[src/rtl/encoder_level.sv]
// encoder_level: mechanical quadrature encoder (A/B) to WIDTH-bit level register.
// The raw contacts pass through a two-flop synchroniser and a per-channel debouncer.
// The level steps once per rising edge of debounced A (x1 decode). The direction is
// taken from debounced B as it stood in the cycle before that edge.
// Three INIT cycles after reset load the debouncers from the inputs, so an encoder
// that is resting with A=1 does not produce a step.
module encoder_level #(
  parameter int unsigned WIDTH           = 8,
  parameter int unsigned DEBOUNCE_CYCLES = 4,
  parameter int unsigned STEP            = 1,
  parameter bit          SATURATE        = 1'b1,
  parameter int unsigned RESET_LEVEL     = 0
) (
  input  logic             clk,
  input  logic             reset,
  input  logic             enc_a,
  input  logic             enc_b,
  output logic [WIDTH-1:0] level,
  output logic             changed
);

  localparam int unsigned      CW        = $clog2(DEBOUNCE_CYCLES) + 1;
  localparam logic [CW-1:0]    CNT_LAST  = CW'(DEBOUNCE_CYCLES - 1);
  localparam logic [CW-1:0]    CNT_ONE   = CW'(1);
  localparam logic [WIDTH-1:0] LVL_MAX   = {WIDTH{1'b1}};
  localparam logic [WIDTH-1:0] LVL_STEP  = WIDTH'(STEP);
  localparam logic [WIDTH-1:0] LVL_RESET = WIDTH'(RESET_LEVEL);
  localparam logic [1:0]       INIT_LAST = 2'd2;

  typedef enum logic [0:0] {
    ST_INIT = 1'b0,
    ST_RUN  = 1'b1
  } state_t;

  // One debounce sample: returns {accepted value, counter}.
  function automatic logic [CW:0] deb_step(input logic sample, input logic deb,
                                           input logic [CW-1:0] cnt);
    logic [CW:0] r;
    if (sample == deb) begin
      r = {deb, {CW{1'b0}}};
    end else if (cnt == CNT_LAST) begin
      r = {sample, {CW{1'b0}}};
    end else begin
      r = {deb, cnt + CNT_ONE};
    end
    return r;
  endfunction

  // Level after one detent clockwise.
  function automatic logic [WIDTH-1:0] level_up(input logic [WIDTH-1:0] lv);
    logic [WIDTH-1:0] r;
    if (SATURATE && (lv > (LVL_MAX - LVL_STEP))) begin
      r = LVL_MAX;
    end else begin
      r = lv + LVL_STEP;
    end
    return r;
  endfunction

  // Level after one detent counter-clockwise.
  function automatic logic [WIDTH-1:0] level_down(input logic [WIDTH-1:0] lv);
    logic [WIDTH-1:0] r;
    if (SATURATE && (lv < LVL_STEP)) begin
      r = {WIDTH{1'b0}};
    end else begin
      r = lv - LVL_STEP;
    end
    return r;
  endfunction

  state_t           state_q, state_d;
  logic [1:0]       init_cnt_q, init_cnt_d;
  logic [1:0]       sync1_q, sync1_d;   // bit 0 = A, bit 1 = B
  logic [1:0]       sync2_q, sync2_d;
  logic             deb_a_q, deb_a_d;
  logic             deb_b_q, deb_b_d;
  logic [CW-1:0]    cnt_a_q, cnt_a_d;
  logic [CW-1:0]    cnt_b_q, cnt_b_d;
  logic             deb_a_dly_q, deb_a_dly_d;
  logic             deb_b_dly_q, deb_b_dly_d;
  logic [WIDTH-1:0] level_q, level_d;
  logic             changed_q, changed_d;
  logic             init_s;
  logic             run_s;
  logic             step_s;

  // State register and all datapath flops; reset wins and cancels any pending step.
  always_ff @(posedge clk) begin
    if (reset) begin
      state_q     <= ST_INIT;
      init_cnt_q  <= 2'd0;
      sync1_q     <= 2'b00;
      sync2_q     <= 2'b00;
      deb_a_q     <= 1'b0;
      deb_b_q     <= 1'b0;
      cnt_a_q     <= {CW{1'b0}};
      cnt_b_q     <= {CW{1'b0}};
      deb_a_dly_q <= 1'b0;
      deb_b_dly_q <= 1'b0;
      level_q     <= LVL_RESET;
      changed_q   <= 1'b0;
    end else begin
      state_q     <= state_d;
      init_cnt_q  <= init_cnt_d;
      sync1_q     <= sync1_d;
      sync2_q     <= sync2_d;
      deb_a_q     <= deb_a_d;
      deb_b_q     <= deb_b_d;
      cnt_a_q     <= cnt_a_d;
      cnt_b_q     <= cnt_b_d;
      deb_a_dly_q <= deb_a_dly_d;
      deb_b_dly_q <= deb_b_dly_d;
      level_q     <= level_d;
      changed_q   <= changed_d;
    end
  end

  // Next state: INIT holds for exactly three cycles, then RUN until reset.
  always_comb begin
    state_d    = state_q;
    init_cnt_d = init_cnt_q;
    case (state_q)
      ST_INIT: begin
        if (init_cnt_q == INIT_LAST) begin
          state_d    = ST_RUN;
          init_cnt_d = 2'd0;
        end else begin
          state_d    = ST_INIT;
          init_cnt_d = init_cnt_q + 2'd1;
        end
      end
      ST_RUN: begin
        state_d    = ST_RUN;
        init_cnt_d = 2'd0;
      end
      default: begin
        state_d    = ST_INIT;
        init_cnt_d = 2'd0;
      end
    endcase
  end

  // FSM outputs: INIT preloads the debouncers, RUN enables decode.
  always_comb begin
    init_s = 1'b0;
    run_s  = 1'b0;
    case (state_q)
      ST_INIT: init_s = 1'b1;
      ST_RUN:  run_s  = 1'b1;
      default: init_s = 1'b1;
    endcase
  end

  // Synchronise, debounce, detect the debounced A rise and update the level.
  always_comb begin
    sync1_d = {enc_b, enc_a};
    sync2_d = sync1_q;
    if (init_s) begin
      // The edge-detect delays load the same value so RUN starts with no edge.
      deb_a_d     = sync2_q[0];
      deb_b_d     = sync2_q[1];
      cnt_a_d     = {CW{1'b0}};
      cnt_b_d     = {CW{1'b0}};
      deb_a_dly_d = sync2_q[0];
      deb_b_dly_d = sync2_q[1];
    end else begin
      {deb_a_d, cnt_a_d} = deb_step(sync2_q[0], deb_a_q, cnt_a_q);
      {deb_b_d, cnt_b_d} = deb_step(sync2_q[1], deb_b_q, cnt_b_q);
      deb_a_dly_d = deb_a_q;
      deb_b_dly_d = deb_b_q;
    end

    step_s = run_s & deb_a_q & ~deb_a_dly_q;
    if (step_s) begin
      if (deb_b_dly_q) begin
        level_d = level_down(level_q);
      end else begin
        level_d = level_up(level_q);
      end
    end else begin
      level_d = level_q;
    end
    changed_d = (level_d != level_q);
  end

  assign level   = level_q;
  assign changed = changed_q;

endmodule

[config.mk]
export PLATFORM = sky130hd
export DESIGN_NAME = encoder_level
export DESIGN_NICKNAME = d
export VERILOG_FILES = /design/src/rtl/encoder_level.sv
export SDC_FILE = /design/constraint.sdc
export NUM_CORES = 1
export LEC_CHECK = 0
export ABC_CLOCK_PERIOD_IN_PS = 2400
export BUFFER_PORTS_ARGS = -buffer_cell sky130_fd_sc_hd__buf_2
export CAP_MARGIN = 20
export CELL_PAD_IN_SITES_DETAIL_PLACEMENT = 0
export CELL_PAD_IN_SITES_GLOBAL_PLACEMENT = 1
export CORE_UTILIZATION = 44
export DETAILED_ROUTE_END_ITERATION = 7
export MAX_ROUTING_LAYER = met4
export PLACE_DENSITY_LB_ADDON = 0.1
export SETUP_SLACK_MARGIN = 0.2
export SYNTH_ARGS = -nofsm -noshare
export SYNTH_HDL_FRONTEND = slang
export SYNTH_SLANG_ARGS = --single-unit
[constraint.sdc]
create_clock -name clk -period 2.4 [get_ports clk]
set_input_delay 0.12 -clock clk [delete_from_list [all_inputs] [get_ports clk]]
set_output_delay 0.12 -clock clk [all_outputs]
set_load 0.005 [all_outputs]
==> results.yml, run 1 <==
synthesis:
  synth_top_cell_by_area: "dfxtp_1"
  dominantRegCellSynth: "dfxtp_1"
  synth_area_leaders: "dfxtp_1 (37%), ha_1 (7.2%), nor2_1 (5.1%), a21oi_1 (3.6%), mux2i_1 (3.6%)"
  syn_avg_cell_area_um2: 8.74
  netlist_instances: 160
  synth-seq-cells: 26
  synth_top_cell_area_share_pct: 37.2
  synth.cell_area_mm2: 0.00140
  synth.yosys.seq_area_share_pct: 37.2
  syn_nets: 172
  synth_edf_count: 0
  async_flop_share_pct: 0
  yosysWarningCount: 0
  synth.distinct_cells: 49
sta:
  finalClockSkew_ns: 0.00417
  fmaxAchievable_ghz: 0.541
  slew_headroom_pct: 62.4
  slew_violations: 0
  fin_ws_ns: 0.550
  tightest_slew_ns: 0.563
  period_share_pct: 77.1
  hold_viol_final: 0
  finalSetupViolations: 0
  rsz0062_at_grt: "false"
  holdWs_ns: 0.222
  tns_ns: 0
  post-route-min-period_ns: 1.85
clock_tree:
  cts_made_buffers: 3
  cts-root-buf: "clkbuf_4"
  cts_sinks: 26
  cts_htree_levels: 1
  path_clk_slew_ns: 0.13
  clk_path_buf_depth: 2
  clk-insertion-delay-late_ns: 0.31
  cts_tree: "built"
worst_setup_path:
  worstPathArrival_ns: 2.07
  rr_worst_depth: 6
  path_class: "flip-flop to flip-flop"
  worst-path-max-fanout: 12
  critical_path_required_ns: 2.62
  reg2reg_from: "level[0]"
  endpoint_kind: "flip-flop"
  reg2reg_setup_slack_ns: 0.55
  r2r-end: "level[2]"
  start_kind: "flip-flop"
layout:
  nets: 183
  drive_gt1_share_pct: 15.4
  area_growth_pct: 9.57
  nFillCells: 310
  stdcell_count: 213
  regArea_um2: 522
  multiInputGateArea_um2: 797
  antenna_cells: 0
global_route:
  grt_pass1_vias: 1054
  grt_usage_pct: 20.0
  overflow: 0
  antenna_found_initial: 0
  grt_pass1_wl_um: 5080
  grt_max_degree: 26
die:
  start_util_pct: 46.2
  rows: 20
  die_h_um: 58.4
  io_pins: 13
  core_mm2: 0.00303
  die_area_mm2: 0.00341
  fp.dieW_um: 58.4
hold_path:
  hold_start: "reset"
  hold_path_end: "deb_a_dly_q"
  holdPathStages: 2
  hold_class: "input port to flip-flop"
run_status:
  status: "completed"
placed_design:
  pre_cts_ws_ns: 0.436
  place_inst: 208
  place_hpwl_um: 2090
  portBuffers: 12
  gp_congestion: 0.856
detailed_routing:
  finalWirelength_um: 2900
  vias_per_cell: 5.51
  drt_iter0_markers: 34
  ant_nets: 0
  dr_total_vias: 1174
  route.detailed.drc: 0
  firstDrtPassIters: 4
  drt-wirelength-per-cell_um: 13.6
power_and_ir_drop:
  power_density_mw_per_mm2: 503
  leakagePower_nw: 0.601
  irDropWorstVdd_mv: 0.447
job:
  drv_cap: 0
## worst max-delay path by stage
stage	startpoint	to	slack, ns	cells past startpoint
after floorplan	level[0]	level[1]	0.54	7
after global placement	level[0]	level[1]	0.51	6
after detailed placement	level[0]	level[1]	0.44	6
after CTS	level[0]	level[1]	0.40	6
after global routing	level[0]	level[1]	0.32	6
final	level[0]	level[2]	0.55	6
## cells in the final DEF (no fill, tap or decap), types with 2 or more instances in the layout
master / count
dfxtp_1: 25
nor2_1: 19
buf_2: 12
inv_1: 10
a21oi_1: 10
nor4_1: 8
ha_1: 8
mux2i_1: 5
a211oi_1: 4
nand3_1: 4
or3_1: 4
nor2b_1: 4
nand2_1: 3
o21ai_0: 3
nand2b_1: 3
clkbuf_4: 3
nand4b_1: 2
nor3_1: 2
o31ai_1: 2
nor4_2: 2
o41ai_1: 2
xnor2_1: 2
dlygate4sd3_1: 2
buf_4: 2
## through the flow
| step | power (mW) | instance area (um^2) | utilization, % |
|---|---|---|---|
| 5_1_grt | 0.822 | 1530 | 50.6 |
| 3_3_place_gp | 0.595 | 1490 | 49.2 |
| 2_1_floorplan | 0.577 | 1400 | - |
| 6_report | 0.770 | 1530 | 50.6 |
| 3_5_place_dp | 0.600 | 1490 | 49.2 |
| 4_1_cts | 0.785 | 1530 | 50.6 |
## report_power, final
| part | switching [mW] | internal, mW |
|---|---|---|
| registers | 0.0305 | 0.461 |
| clock network | 0.121 | 0.0587 |
| logic | 0.0491 | 0.0505 |
## routing by layer
| metal | vias to the layer above | track usage [%] | share of wire (%) |
|---|---|---|---|
| met5 | - | - | 0 |
| li1 | 609 | - | - |
| met2 | 35 | 28.7 | 44 |
| met4 | 0 | 4.08 | 0.65 |
| met3 | 2 | 3.96 | 6.4 |
| met1 | 528 | 29.2 | 49 |
## critical path, stage by stage (launching register included)
cell and delay, ns:
dfxtp_2 0.46, inv_1 0.11, ha_1 0.20, nand4b_1 0.28, nor2_2 0.32, a211oi_1 0.08
o41ai_1 0.32
## cells in the mapped netlist (2+ instances only)
master,count
inv_1,10
o21ai_0,3
nand2_1,3
or3_1,4
nand2b_1,3
o41ai_1,2
nor3_1,2
mux2i_1,5
nor2b_1,4
nand3_1,4
nand4b_1,2
clkbuf_1,8
buf_2,2
nor4_1,8
ha_1,8
a21oi_1,10
o31ai_1,2
nor4_2,2
dfxtp_1,26
a211oi_1,4
xnor2_1,2
nor2_1,19
## final cells by class
cell class / instances / area share (%)
clock buffers: 3 / 1.47
inverters: 11 / 2.69
multi-input cells: 113 / 52.0
flip-flops and latches: 26 / 34.0
well taps: 44 / 3.59
repair buffers: 16 / 6.20
## logic make-up after synthesis
| logic type | after synthesis | synth area share, % |
|---|---|---|
| and+or+nand+nor | 62 | 27.0 |
| AOI/OAI and AO/OA | 36 | 18.0 |
| DFF | 26 | 37.2 |
| buffers and inverters | 21 | 5.81 |
| adders and majority gates | 8 | 7.16 |
| muxes | 5 | 3.58 |
| xor gates and xnor gates | 2 | 1.25 |
## registers in the layout (all words and copies together), names as in the netlist
signal,flops
sync2_q,2
sync1_q,2
cnt_a_q,3
cnt_b_q,3
state_q,1
init_cnt_q,2
level,8
deb_a_q,1
deb_a_dly_q,1
changed,1
deb_b_q,1
deb_b_dly_q,1
## timing repair
item	in CTS	in global routing
hold buffers	2	0
gates resized for setup	0	1
setup endpoints to repair	0	1
endpoints found under the hold margin	2	0
buffers inserted	0	0
No activity file was read; power rests on OpenSTA's default activity.
==> run 2: changes to the inputs <==
--- a/config.mk
+++ b/config.mk
@@ -5,12 +5,13 @@
 export SDC_FILE = /design/constraint.sdc
 export NUM_CORES = 1
 export LEC_CHECK = 0
-export ABC_CLOCK_PERIOD_IN_PS = 2400
+export ABC_AREA = 1
+export ABC_CLOCK_PERIOD_IN_PS = 1800
 export BUFFER_PORTS_ARGS = -buffer_cell sky130_fd_sc_hd__buf_2
 export CAP_MARGIN = 20
 export CELL_PAD_IN_SITES_DETAIL_PLACEMENT = 0
 export CELL_PAD_IN_SITES_GLOBAL_PLACEMENT = 1
-export CORE_UTILIZATION = 44
+export CORE_UTILIZATION = 42
 export DETAILED_ROUTE_END_ITERATION = 7
 export MAX_ROUTING_LAYER = met4
 export PLACE_DENSITY_LB_ADDON = 0.1
==> constraint.sdc (replaced) <==
create_clock -name clk -period 1.8 [get_ports clk]
set_input_delay 0.09 -clock clk [delete_from_list [all_inputs] [get_ports clk]]
set_output_delay 0.09 -clock clk [all_outputs]
set_load 0.005 [all_outputs]
==> results.yml, run 2 <==
placed_design:
  place_hpwl_um: 2110
  gp_congestion: 0.858
  portBuffers: 12
  dpl_cell_area_mm2: 0.00155
  pre_cts_ws_ns: 0.299
  place_inst: 254
detailed_routing:
  dr_total_vias: 1227
  vias_per_cell: 4.72
  finalWirelength_um: 2760
  firstDrtPassIters: 4
  ant_nets: 0
  drt_iter0_markers: 56
  drt-wirelength-per-cell_um: 10.6
  route.detailed.drc: 0
clock_tree:
  cts_sinks: 26
  clk_path_buf_depth: 2
  clk-insertion-delay-late_ns: 0.31
  cts_made_buffers: 3
  cts_setup_buffers: 0
  cts_htree_levels: 1
  cts-root-buf: "clkbuf_4"
  cts_tree: "built"
  path_clk_slew_ns: 0.14
worst_setup_path:
  worstPathArrival_ns: 1.66
  start_kind: "flip-flop"
  critical_path.slowest_cell: "dfxtp_2"
  r2r-end: "changed"
  reg2reg_from: "level[0]"
  cpPeakStageDelay_ns: 0.35
  critical_path_required_ns: 2.00
  endpoint_kind: "flip-flop"
  reg2reg_setup_slack_ns: 0.34
  crit_buf_inv: 2
  path_class: "flip-flop to flip-flop"
  worst-path-max-fanout: 5
  worstPathCellList: "inv_2, ha_1, inv_1, nand2_1, nor2_1, nand2_2, nand3_2, nand2_1, nand3_1, nand2_1, nor2_1, nor2_1"
  crit_family: "simple AND/OR/NAND/NOR gates"
  rr_worst_depth: 12
power_and_ir_drop:
  power_density_mw_per_mm2: 706
  leakagePower_nw: 0.734
  irDropWorstVdd_mv: 0.544
die:
  fp.dieW_um: 60.6
  die_h_um: 60.6
  start_util_pct: 45.8
  die_area_mm2: 0.00368
  rows: 20
  io_pins: 13
  core_mm2: 0.00315
global_route:
  grt_pass1_vias: 1052
  antenna_found_initial: 0
  overflow: 0
  grt_max_degree: 18
  grt_usage_pct: 17.4
  grt_pass1_wl_um: 4690
layout:
  nets: 229
  largest_reg_flops: 8
  fin_area_mm2: 0.00161
  layout_commonest_cell: "nand2_1"
  final_cell_mix: "nand2_1 (43), nor2_1 (28), inv_1 (24), dfxtp_1 (23), nand3_1 (16)"
  final_util_pct: 51.1
  area_growth_pct: 11.5
  drive_gt1_share_pct: 20.4
  stdcell_count: 260
  antenna_cells: 0
  multiInputGateArea_um2: 776
  nFillCells: 342
  regArea_um2: 524
hold_path:
  hold_class: "input port to flip-flop"
  holdPathStages: 2
  hold_path_end: "level[7]"
  hold_start: "reset"
run_status:
  status: "completed"
synthesis:
  syn_nets: 212
  synth_edf_count: 0
  synth_top_cell_area_share_pct: 36.0
  yosysWarningCount: 0
  async_flop_share_pct: 0
  synth.cell_area_mm2: 0.00144
  synth_top_cell_by_area: "dfxtp_1"
  dominantRegCellSynth: "dfxtp_1"
  synth-seq-cells: 26
  synth.distinct_cells: 28
  synth.yosys.seq_area_share_pct: 36.0
  synth_area_leaders: "dfxtp_1 (36%), nand2_1 (11%), nor2_1 (7.3%), ha_1 (6.9%), inv_1 (6.5%)"
  netlist_instances: 200
  syn_avg_cell_area_um2: 7.22
  synthTopCellsByCount: "nand2_1 (43), nor2_1 (28), dfxtp_1 (26)"
  yosysMostFrequentCell: "nand2_1"
sta:
  tns_ns: 0
  rsz0062_at_grt: "true"
  hold_viol_final: 0
  finalSetupViolations: 0
  fin_ws_ns: 0.338
  tightest_slew_ns: 0.344
  slew_violations: 0
  period_share_pct: 81.2
  fmaxAchievable_ghz: 0.684
  finalClockSkew_ns: 0.00834
  post-route-min-period_ns: 1.46
  slew_headroom_pct: 77.1
job:
  drv_cap: 0
run 2: cell count changes in the layout (fill, tap and decap cells not counted), moves of 4 or more:
cell / delta
nand3_1: +12
or3_1: -4
inv_1: +14
nor2_1: +9
xor2_1: +6
nand2_2: +5
nor4_1: -8
nand2_1: +40
mux2i_1: -5
nor2b_1: -4
run 2: per-layer routing:
metal | vias to the layer above | global-route usage [%] | wire, um
li1 | 661 | - | -
met1 | 543 | 24.2 | 1430
met2 | 21 | 25.6 | 1210
met3 | 2 | 3.84 | 109
met4 | 0 | 3.90 | 13
met5 | - | - | 0
run 2: per-stage QoR:
step                power [mW]  hold slack, ns
floorplan                0.813           0.197
global placement         0.856           0.291
detailed placement       0.863           0.296
CTS                       1.15           0.127
global route              1.21           0.126
finish                    1.14           0.137
run 2: cells by family after synthesis:
group / count (synthesis) / share of synthesized area, %
xor gates and xnor gates: 8 / 4.85
buffers and inverters: 34 / 10.6
adders and majority gates: 8 / 6.93
AOI/OAI and AO/OA: 21 / 9.01
and+or+nand+nor: 103 / 32.6
DFF: 26 / 36.0
run 2: report_power, final:
group | switching (mW) | leakage, nW | internal [mW]
sequential | 0.0276 | 0.213 | 0.618
combinational | 0.131 | 0.500 | 0.0766
clock | 0.160 | 0.0210 | 0.123
run 2: repair_timing:
| action | CTS | global route |
|---|---|---|
| setup endpoints to repair | 0 | 8 |
| resized for setup | 0 | 5 |
| hold endpoints to repair | 2 | 0 |
| hold buffers | 2 | 0 |
run 2: layout make-up:
cell class              instances  area share, %
clock buffers                   4           2.25
inverters                      27           6.29
multi-input cells             140           48.2
flip-flops and latches         26           32.6
well taps                      44           3.42
repair buffers                 19           7.30
run 2: worst register-to-register path, delay by kind of cell (launching register included):
kind                     cells  cell delay (ns)
buffers and inverters        2             0.12
AND/OR/NAND/NOR              9             0.69
adder cells (fa/ha/maj)      1             0.19
flip-flops                   1             0.35
run 2: how the worst max path moves through the flow:
stage,from,to,slack [ns],depth (start not counted)
after floorplan,level[0],changed,0.25,12
final,level[0],changed,0.34,12
after detailed placement,level[0],changed,0.30,12
after CTS,level[0],changed,0.27,12
after global placement,level[0],changed,0.34,12
after global routing,level[0],changed,0.19,12
==> run 3: changes to the inputs <==
--- a/config.mk
+++ b/config.mk
@@ -6,12 +6,12 @@
 export NUM_CORES = 1
 export LEC_CHECK = 0
 export ABC_AREA = 1
-export ABC_CLOCK_PERIOD_IN_PS = 1800
+export ABC_CLOCK_PERIOD_IN_PS = 1250
 export BUFFER_PORTS_ARGS = -buffer_cell sky130_fd_sc_hd__buf_2
 export CAP_MARGIN = 20
 export CELL_PAD_IN_SITES_DETAIL_PLACEMENT = 0
 export CELL_PAD_IN_SITES_GLOBAL_PLACEMENT = 1
-export CORE_UTILIZATION = 42
+export CORE_UTILIZATION = 38
 export DETAILED_ROUTE_END_ITERATION = 7
 export MAX_ROUTING_LAYER = met4
 export PLACE_DENSITY_LB_ADDON = 0.1
==> constraint.sdc (replaced) <==
create_clock -name clk -period 1.25 [get_ports clk]
set_input_delay 0.0625 -clock clk [delete_from_list [all_inputs] [get_ports clk]]
set_output_delay 0.0625 -clock clk [all_outputs]
set_load 0.005 [all_outputs]
==> results.yml, run 3 (same netlist as run 2, synthesis figures left out) <==
worst_setup_path:
  rr_worst_depth: 12
  cpPeakStageDelay_ns: 0.39
  worst-path-max-fanout: 4
  critical_path_required_ns: 1.41
  critical_path.slowest_cell: "dfxtp_4"
  reg2reg_from: "level[0]"
  start_kind: "flip-flop"
  reg2reg_setup_slack_ns: -0.11
  path_class: "flip-flop to flip-flop"
  r2r-end: "changed"
  crit_top_cell: "nand2_1"
  worstPathArrival_ns: 1.52
  worstPathCellList: "inv_6, ha_4, inv_2, nand2_2, nor2_2, nand2_2, nand2_1, nand2_1, nand4_1, nand2_1, nor2_1, nor2_1"
  endpoint_kind: "flip-flop"
global_route:
  antenna_found_initial: 0
  grt_max_degree: 16
  grt_pass1_vias: 1262
  grtUsageMet3_pct: 3.80
  gr-max-usage-layer: "met2"
  met2_usage_pct: 28.6
  use_met1_pct: 24.0
  grt_pass1_wl_um: 5640
  grt_usage_pct: 18.1
  overflow: 0
placed_design:
  gp_congestion: 0.802
  portBuffers: 12
  pre_cts_ws_ns: -0.161
  place_hpwl_um: 2440
sta:
  slew_headroom_pct: 82.8
  fin_ws_ns: -0.107
  finalClockSkew_ns: 0.00354
  holdWs_ns: 0.0817
  slew_violations: 0
  fmaxAchievable_ghz: 0.737
  tightest_slew_ns: 0.257
  finalSetupViolations: 8
  hold_viol_final: 0
  rsz0062_at_grt: "true"
  post-route-min-period_ns: 1.36
  period_share_pct: 109
power_and_ir_drop:
  leakagePower_nw: 0.874
  irDropWorstVdd_mv: 0.715
  power_density_mw_per_mm2: 1010
layout:
  final_cell_mix: "nand2_1 (40), nor2_1 (25), buf_4 (24), inv_1 (20), dfxtp_1 (15)"
  nFillCells: 348
  regArea_um2: 539
  largest_reg_flops: 8
  drive_gt1_share_pct: 40.1
  nets: 250
  area_growth_pct: 37.7
  antenna_cells: 0
  layout_commonest_cell: "nand2_1"
  multiInputGateArea_um2: 910
detailed_routing:
  dr_total_vias: 1317
  drt_iter0_markers: 91
  vias_per_cell: 4.62
  drt-wirelength-per-cell_um: 11.2
  firstDrtPassIters: 4
  route.detailed.drc: 0
  finalWirelength_um: 3210
  ant_nets: 0
hold_path:
  hold_path_end: "level[2]"
  hold_class: "input port to flip-flop"
  holdPathStages: 2
  hold_start: "reset"
die:
  io_pins: 13
  die_area_mm2: 0.00405
  die_h_um: 63.6
  start_util_pct: 39.4
  rows: 22
  fp.dieW_um: 63.6
  core_mm2: 0.00366
clock_tree:
  clk_path_buf_depth: 2
  cts-root-buf: "clkbuf_8"
  clk-insertion-delay-late_ns: 0.27
  cts_tree: "built"
  cts_htree_levels: 1
  cts_made_buffers: 3
  cts_sinks: 26
  path_clk_slew_ns: 0.09
run_status:
  status: "complete, but fails checks"
  failed_checks: "negative setup slack"
job:
  drv_cap: 0
## run 3: worst max path at each step
stage / end / start / cells after the start / slack [ns]
2_1_floorplan: changed / level[0] / 12 / -0.08
3_3_place_gp: changed / level[0] / 12 / -0.14
3_5_place_dp: changed / level[0] / 12 / -0.16
4_1_cts: changed / level[0] / 12 / -0.12
5_1_grt: level[7] / level[0] / 11 / -0.21
6_report: changed / level[0] / 12 / -0.11
## run 3: cell type report
type,instances,area share [%]
clock inverter,1,1.51
clock buffer,3,2.08
tap,48,3.02
sequential,26,27.1
inverter,27,5.35
multi-input combinational,140,45.8
timing repair buffer,40,15.2
## run 3: worst max-delay path: cells and delay by family, from the launching register on
| family | cells | cell delay (ns) |
|---|---|---|
| DFF | 1 | 0.39 |
| adders and majority gates | 1 | 0.14 |
| buffers and inverters | 2 | 0.09 |
| and+or+nand+nor | 9 | 0.63 |
## run 3: through the flow
step | total power [mW] | instance area, um^2 | std cells | utilization (%) | TNS, ns
global route | 2.12 | 1990 | 285 | 54.3 | -1.65
detailed placement | 1.30 | 1770 | 278 | 48.4 | -1.05
finish | 2.01 | 1990 | 285 | 54.3 | -0.525
CTS | 2.03 | 1960 | 285 | 53.6 | -0.656
floorplan | 1.19 | 1500 | 200 | - | -0.258
global placement | 1.29 | 1770 | 278 | 48.4 | -0.915
## run 3: routing by layer
metal  up-vias  wire [um]
li1        702          -
met1       594       1600
met2        17       1500
met3         4         91
met4         0         19
met5         -          0
## run 3: timing repair
action / 4_1_cts / 5_1_grt
pin swaps: 17 / 8
buffers inserted: 1 / 0
gates cloned: 0 / 0
hold endpoints to repair: 2 / 0
resized for setup: 23 / 10
endpoints found under the setup margin: 19 / 21
hold buffers: 2 / 0
## run 3: report_power, final
| group | total (mW) | internal [mW] | switching, mW | leakage (nW) |
|---|---|---|---|---|
| clock | 0.693 | 0.428 | 0.264 | 0.0357 |
| combinational | 0.392 | 0.160 | 0.232 | 0.621 |
| sequential | 0.923 | 0.886 | 0.0369 | 0.218 |
| total | 2.01 | 1.47 | 0.533 | 0.874 |
